[config.mk]
export PLATFORM = sky130hd
export DESIGN_NAME = chess_clock_ctrl
export DESIGN_NICKNAME = d
export VERILOG_FILES = /design/src/rtl/chess_clock_pkg.sv /design/src/rtl/chess_clock_ctrl_bcd_mmss_down.sv /design/src/rtl/chess_clock_ctrl.sv
export SDC_FILE = /design/constraint.sdc
export NUM_CORES = 1
export LEC_CHECK = 0
export CORE_MARGIN = 2
export CORE_UTILIZATION = 54
export DETAILED_ROUTE_END_ITERATION = 7
export GPL_TIMING_DRIVEN = 0
export PLACE_DENSITY = 0.83
export SETUP_SLACK_MARGIN = 0.2
export SYNTH_ARGS = -nofsm -noshare
export SYNTH_HDL_FRONTEND = slang
export SYNTH_HIERARCHICAL = 1
export SYNTH_SLANG_ARGS = --single-unit
[constraint.sdc]
create_clock -name CLK -period 3.1 [get_ports CLK]
set_clock_uncertainty 0.15 [all_clocks]
set_input_delay 0.62 -clock CLK [delete_from_list [all_inputs] [get_ports CLK]]
set_output_delay 0.62 -clock CLK [all_outputs]
set_load 0.02 [all_outputs]
[src/rtl/chess_clock_pkg.sv]
// Shared types and constants for the chess clock controller.
package chess_clock_pkg;

  localparam int unsigned DIGIT_W   = 4;
  localparam int unsigned DIGIT_CNT = 8;

  localparam int unsigned DIG_P1_MT = 0;
  localparam int unsigned DIG_P1_MU = 1;
  localparam int unsigned DIG_P1_ST = 2;
  localparam int unsigned DIG_P1_SU = 3;
  localparam int unsigned DIG_P2_MT = 4;
  localparam int unsigned DIG_P2_MU = 5;
  localparam int unsigned DIG_P2_ST = 6;
  localparam int unsigned DIG_P2_SU = 7;

  localparam logic [DIGIT_CNT-1:0] BLANK_P1 = 8'h0F;
  localparam logic [DIGIT_CNT-1:0] BLANK_P2 = 8'hF0;

  typedef enum logic [2:0] {
    ST_IDLE  = 3'd0,
    ST_RUN1  = 3'd1,
    ST_RUN2  = 3'd2,
    ST_PAUSE = 3'd3,
    ST_DONE  = 3'd4
  } state_e;

  typedef logic [DIGIT_W-1:0] bcd_t;

  // One BCD digit down-step, wrapping 0 to the given top value.
  function automatic bcd_t bcd_dec(input bcd_t d, input bcd_t top);
    return (d == '0) ? top : bcd_t'(d - 4'd1);
  endfunction

endpackage

[src/rtl/chess_clock_ctrl_bcd_mmss_down.sv]
// mm:ss BCD down-counter for one player; saturates at 00:00.
module bcd_mmss_down
  import chess_clock_pkg::*;
#(
  parameter int unsigned START_MIN = 5,
  parameter int unsigned START_SEC = 0
) (
  input  logic clk,
  input  logic rst,
  input  logic ce,
  input  logic load,
  input  logic dec,
  output bcd_t m_tens,
  output bcd_t m_units,
  output bcd_t s_tens,
  output bcd_t s_units,
  output logic zero,
  output logic last_sec
);

  localparam bcd_t R_MT = bcd_t'(START_MIN / 10);
  localparam bcd_t R_MU = bcd_t'(START_MIN % 10);
  localparam bcd_t R_ST = bcd_t'(START_SEC / 10);
  localparam bcd_t R_SU = bcd_t'(START_SEC % 10);

  bcd_t mt_q, mu_q, st_q, su_q;
  bcd_t mt_d, mu_d, st_d, su_d;

  assign zero     = (mt_q == '0) && (mu_q == '0) && (st_q == '0) && (su_q == '0);
  assign last_sec = (mt_q == '0) && (mu_q == '0) && (st_q == '0) && (su_q == 4'd1);

  // Reload or borrow-chained decrement of the four digits.
  always_comb begin
    mt_d = mt_q;
    mu_d = mu_q;
    st_d = st_q;
    su_d = su_q;
    if (ce) begin
      if (load) begin
        mt_d = R_MT;
        mu_d = R_MU;
        st_d = R_ST;
        su_d = R_SU;
      end else if (dec && !zero) begin
        su_d = bcd_dec(su_q, 4'd9);
        if (su_q == '0) begin
          st_d = bcd_dec(st_q, 4'd5);
          if (st_q == '0) begin
            mu_d = bcd_dec(mu_q, 4'd9);
            if (mu_q == '0) begin
              mt_d = bcd_dec(mt_q, 4'd9);
            end
          end
        end
      end
    end
  end

  // Digit registers, reset to the reload time.
  always_ff @(posedge clk or posedge rst) begin
    if (rst) begin
      mt_q <= R_MT;
      mu_q <= R_MU;
      st_q <= R_ST;
      su_q <= R_SU;
    end else begin
      mt_q <= mt_d;
      mu_q <= mu_d;
      st_q <= st_d;
      su_q <= su_d;
    end
  end

  assign m_tens  = mt_q;
  assign m_units = mu_q;
  assign s_tens  = st_q;
  assign s_units = su_q;

endmodule

[src/rtl/chess_clock_ctrl.sv]
// Two-player chess clock: game FSM, blink control and per-player counters.
module chess_clock_ctrl
  import chess_clock_pkg::*;
#(
  parameter int unsigned START_MIN = 5,
  parameter int unsigned START_SEC = 0
) (
  input  logic                         CLK,
  input  logic                         CLR,
  input  logic                         CE,
  input  logic                         TICK,
  input  logic                         btn_p1,
  input  logic                         btn_p2,
  input  logic                         btn_pause,
  input  logic                         btn_rst,
  output logic [DIGIT_CNT*DIGIT_W-1:0] digits,
  output logic [DIGIT_CNT-1:0]         blank,
  output logic [2:0]                   state,
  output logic                         timeout_p1,
  output logic                         timeout_p2
);

  state_e state_q, state_d;
  state_e saved_q, saved_d;
  logic   to1_q, to1_d, to2_q, to2_d;
  logic [DIGIT_CNT-1:0] blank_q, blank_d;

  logic load, dec1, dec2;
  logic p1_zero, p1_last, p2_zero, p2_last;
  bcd_t p1_mt, p1_mu, p1_st, p1_su;
  bcd_t p2_mt, p2_mu, p2_st, p2_su;

  bcd_mmss_down #(.START_MIN(START_MIN), .START_SEC(START_SEC)) u_p1 (
    .clk(CLK), .rst(CLR), .ce(CE), .load(load), .dec(dec1),
    .m_tens(p1_mt), .m_units(p1_mu), .s_tens(p1_st), .s_units(p1_su),
    .zero(p1_zero), .last_sec(p1_last)
  );

  bcd_mmss_down #(.START_MIN(START_MIN), .START_SEC(START_SEC)) u_p2 (
    .clk(CLK), .rst(CLR), .ce(CE), .load(load), .dec(dec2),
    .m_tens(p2_mt), .m_units(p2_mu), .s_tens(p2_st), .s_units(p2_su),
    .zero(p2_zero), .last_sec(p2_last)
  );

  // Next-state: game reset beats timeout beats pause beats player buttons.
  always_comb begin
    state_d = state_q;
    saved_d = saved_q;
    to1_d   = to1_q;
    to2_d   = to2_q;
    blank_d = blank_q;
    load    = 1'b0;
    dec1    = 1'b0;
    dec2    = 1'b0;
    if (CE) begin
      if (btn_rst) begin
        state_d = ST_IDLE;
        saved_d = ST_RUN1;
        to1_d   = 1'b0;
        to2_d   = 1'b0;
        blank_d = '0;
        load    = 1'b1;
      end else begin
        case (state_q)
          ST_IDLE: begin
            if (btn_p1 && !btn_p2)      state_d = ST_RUN2;
            else if (btn_p2 && !btn_p1) state_d = ST_RUN1;
          end
          ST_RUN1: begin
            dec1 = TICK;
            if (p1_zero || (TICK && p1_last)) begin
              state_d = ST_DONE;
              to1_d   = 1'b1;
            end else if (btn_pause) begin
              state_d = ST_PAUSE;
              saved_d = ST_RUN1;
            end else if (btn_p1) begin
              state_d = ST_RUN2;
            end
          end
          ST_RUN2: begin
            dec2 = TICK;
            if (p2_zero || (TICK && p2_last)) begin
              state_d = ST_DONE;
              to2_d   = 1'b1;
            end else if (btn_pause) begin
              state_d = ST_PAUSE;
              saved_d = ST_RUN2;
            end else if (btn_p2) begin
              state_d = ST_RUN1;
            end
          end
          ST_PAUSE: begin
            if (btn_pause) begin
              state_d = saved_q;
              blank_d = '0;
            end else if (TICK) begin
              blank_d = blank_q ^ ((saved_q == ST_RUN1) ? BLANK_P1 : BLANK_P2);
            end
          end
          ST_DONE: begin
            if (TICK) blank_d = blank_q ^ (to1_q ? BLANK_P1 : BLANK_P2);
          end
          default: state_d = ST_IDLE;
        endcase
      end
    end
  end

  // Control registers.
  always_ff @(posedge CLK or posedge CLR) begin
    if (CLR) begin
      state_q <= ST_IDLE;
      saved_q <= ST_RUN1;
      to1_q   <= 1'b0;
      to2_q   <= 1'b0;
      blank_q <= '0;
    end else begin
      state_q <= state_d;
      saved_q <= saved_d;
      to1_q   <= to1_d;
      to2_q   <= to2_d;
      blank_q <= blank_d;
    end
  end

  // Pack registered counter digits into the display bus.
  always_comb begin
    digits = '0;
    digits[DIG_P1_MT*DIGIT_W +: DIGIT_W] = p1_mt;
    digits[DIG_P1_MU*DIGIT_W +: DIGIT_W] = p1_mu;
    digits[DIG_P1_ST*DIGIT_W +: DIGIT_W] = p1_st;
    digits[DIG_P1_SU*DIGIT_W +: DIGIT_W] = p1_su;
    digits[DIG_P2_MT*DIGIT_W +: DIGIT_W] = p2_mt;
    digits[DIG_P2_MU*DIGIT_W +: DIGIT_W] = p2_mu;
    digits[DIG_P2_ST*DIGIT_W +: DIGIT_W] = p2_st;
    digits[DIG_P2_SU*DIGIT_W +: DIGIT_W] = p2_su;
  end

  assign blank      = blank_q;
  assign state      = state_q;
  assign timeout_p1 = to1_q;
  assign timeout_p2 = to2_q;

endmodule

==> impl_metrics.tcl <==
set metrics [dict create \
    antenna_viol_nets_final 0 \
    start_util_pct 56.79 \
    hold_class "flip-flop to flip-flop" \
    mappedNetlistNets 356 \
    unrepaired_setup_endpoints_after_global_routing "yes" \
    core_um2 5574 \
    data_required_time_at_the_worst_endpoint_ns 3.18 \
    synth.yosys.seq_area_share_pct 37.35 \
    dominantRegCellSynth "sky130_fd_sc_hd__dfrtp_1" \
    antenna_found_initial 0 \
    syn_to_final_growth_pct 26.09 \
    grt_pass1_vias 2705 \
    post_route_cells_drive_above_1_share_pct 15.67 \
    synth-adder-area-share_pct 4.743 \
    leakage_uw 0.001679 \
    relSlewSlack_pct 56.65 \
    synth_simple_gate_area_share_pct 24.62 \
    worstPathMaxFanout 10 \
    timing.final.ws_setup_ns 0.2767 \
    synth_cell_types 75 \
    dieHeight_um 80.57 \
    worstSetupStartpoint "btn_rst" \
    max_cap_violations 0 \
    grt_start_max_net_pins 20 \
    synth_enable_flop_cells 0 \
    cts_sinks 47 \
    post_synth_mux_area_share_pct 3.597 \
    hold_start "blank[6]" \
    cp_cell_sequence "clkdlybuf4s50_1 > buf_4 > or2_4 > nor2_4 > and3_4 > nor4bb_4 > o21ai_4 > or2_1 > buf_6 > o311a_1" \
    setup_viol 0 \
    worst_pin_slew_ns 0.6496 \
    grt_util_all_layers_pct 23.73 \
    ios 53 \
    viasPerCell 6.228 \
    fmax_ghz 0.3542 \
    globalRouteOverflowTotal 0 \
    asyncSetResetFlopFracSynth_pct 100.0 \
    totalPowerFinal_uw 2374 \
    finalHoldViolCount 0 \
    cts_hold_buf 0 \
    post_synthesis_mean_instance_area_um2 9.421 \
    rows 27 \
    detailedPlacementHpwl_mm 5.378 \
    multiInputGateArea_um2 1863 \
    drt-pass1-iter-count 4 \
    min_period_over_period_pct 91.07 \
    synth-xor-area-share_pct 0 \
    place_worst_setup_slack_ns -0.7795 \
    dr_total_vias 2952 \
    cts_max_level 2 \
    synth_compound_area_share_pct 23.52 \
    power.density_cell_area_nw_per_um2 594.9 \
    synth.yosys.warnings 6 \
    clk-insertion-delay-late_ns 0.30 \
    timing.critical_path.max_delay_family "simple AND/OR/NAND/NOR gates" \
    clock-root-buffer "sky130_fd_sc_hd__clkbuf_8" \
    cts.clk_slew.worst_paths_ns 0.09 \
    synthesized_instance_count 336 \
    worst-endpoint-arrival_ns 2.90 \
    detailed_place.area_um2 3776 \
    status "complete, no violations" \
    cts_inserted_buffers 5 \
    synth-seq-cells 47 \
    drtIter0Drc 130 \
    finalMaxSlewViolations 0 \
    cts-root-to-sink-buffers 2 \
    worst_setup_path_start_kind "input port" \
    regToRegSetupSlack_ns 0.42 \
    critPathSlowestCell "sky130_fd_sc_hd__clkdlybuf4s50_1" \
    wl_per_cell_um 15.78 \
    gpl.final_weighted_congestion 0.8980 \
    routed_wirelength_mm 7.478 \
    peak_supply_drop_mv 0.3993 \
    cp_slowest_stage_delay_ns 0.44 \
    final_net_count 421 \
    timing.setup.critical_path_class "input port to flip-flop" \
    combinational_family_with_the_most_area_after_synthesis "simple AND/OR/NAND/NOR gates" \
    drc_markers 0 \
    n_fill_cell 438 \
    insertedDiodeCount 0 \
    critPathCaptureType "flip-flop" \
    grt_first_pass_wirelength_mm 12.30 \
    syn_area_um2 3166 \
    fp.dieArea_um2 6491 \
    final_area_um2 3991 \
    final.min_clock_period_ns 2.823 \
    layout.area.seq_um2 1182 \
    crit-reg2reg-launch "u_p2/s_tens[0]" \
    chipWidth_um 80.57 \
    tritoncts "done" \
    place.port_buffers 52 \
    number_of_buffer_and_inverter_stages_on_the_critical_path 3 \
]
per-stage QoR:
stage	util (%)	hold WS, ns	setup TNS [ns]	std cells
after CTS	70.75	0.3299	0	472
final	71.60	0.3219	0	474
after floorplan	-	0.3518	0	336
after global placement	67.74	0.3122	-13.50	460
after global routing	71.60	0.3512	0	474
after detailed placement	67.74	0.3179	-14.33	460
what timing repair did:
item,CTS,global route
pin swaps,4,2
endpoints found under the setup margin,32,25
setup buffers,4,1
cloned,0,1
gates resized for setup,14,8
routing by layer:
metal	vias up	routed length [µm]	track usage, %
met2	105	3563	38.00
met1	1430	3395	31.93
met3	12	421	5.056
li1	1405	-	-
met5	-	0	0
met4	0	97	7.797
synthesized netlist by cell type (5+ instances only):
master,n,area share (%)
sky130_fd_sc_hd__a31oi_1,8,1.6
sky130_fd_sc_hd__ha_1,12,4.7
sky130_fd_sc_hd__dfstp_2,5,4.2
sky130_fd_sc_hd__mux2i_1,8,2.5
sky130_fd_sc_hd__o31ai_1,8,1.9
sky130_fd_sc_hd__nand4_1,5,0.99
sky130_fd_sc_hd__nor3b_1,8,1.9
sky130_fd_sc_hd__and3_1,6,1.2
sky130_fd_sc_hd__nand2_1,17,2.0
sky130_fd_sc_hd__dfrtp_1,42,33
sky130_fd_sc_hd__inv_1,28,3.3
sky130_fd_sc_hd__o21ai_0,25,4.0
sky130_fd_sc_hd__a21oi_1,13,2.1
sky130_fd_sc_hd__nor3_1,7,1.1
sky130_fd_sc_hd__nor2_1,17,2.0
sky130_fd_sc_hd__nand3_1,14,2.2
sky130_fd_sc_hd__a22o_1,5,1.4
sky130_fd_sc_hd__nor4_1,5,0.99
where the power goes:
group          internal [µW]  switching, µW
clock network            180            204
logic                    507            567
registers                751            166
flip-flops by register name, indices dropped and copies added, names as in the netlist:
register	cells
u_p1/s_tens	4
u_p1/m_tens	4
u_p2/s_units	4
blank	8
u_p2/m_units	4
saved_q	2
u_p2/s_tens	4
u_p1/s_units	4
u_p2/m_tens	4
state	3
timeout_p2	1
timeout_p1	1
u_p1/m_units	4
layout make-up:
cell class	instances	area share, %
Clock buffer	7	2.163
Multi-Input combinational cell	248	46.68
Timing Repair Buffer	58	14.14
Inverter	28	2.633
Clock inverter	1	0.1254
Buffer	13	2.382
Sequential cell	47	29.62
Tap cell	72	2.257
logic make-up (layout without fill, tap and decap cells):
| group | Yosys count | count (layout) |
|---|---|---|
| compound gates | 105 | 105 |
| fa+ha+maj | 12 | 12 |
| buf+inv | 41 | 107 |
| flops | 47 | 47 |
| mux | 11 | 11 |
| simple gates | 120 | 120 |
final timing paths:
| kind | depth (start not counted) | endpoint |
|---|---|---|
| max reg2reg | 9 | state[1] |
| min reg2reg | 1 | blank[6] |
| max in group asynchronous | 2 | u_p2/s_units[1] |
| min in group asynchronous | 2 | blank[5] |
| max | 10 | u_p2/m_units[0] |
| min | 1 | blank[6] |
cells in the final DEF (no fill, tap or decap), types with 8 or more instances in the layout:
| cell type | Yosys | routed |
|---|---|---|
| sky130_fd_sc_hd__ha_1 | 12 | 12 |
| sky130_fd_sc_hd__o21ai_0 | 25 | 24 |
| sky130_fd_sc_hd__a21oi_1 | 13 | 13 |
| sky130_fd_sc_hd__buf_4 | 1 | 8 |
| sky130_fd_sc_hd__nor2_1 | 17 | 16 |
| sky130_fd_sc_hd__dfrtp_1 | 42 | 42 |
| sky130_fd_sc_hd__a31oi_1 | 8 | 8 |
| sky130_fd_sc_hd__clkdlybuf4s50_1 | 0 | 51 |
| sky130_fd_sc_hd__inv_1 | 28 | 28 |
| sky130_fd_sc_hd__o31ai_1 | 8 | 8 |
| sky130_fd_sc_hd__nand3_1 | 14 | 14 |
| sky130_fd_sc_hd__nand2_1 | 17 | 17 |
| sky130_fd_sc_hd__mux2i_1 | 8 | 8 |
Note: power is estimated with default switching activity, not from simulation.
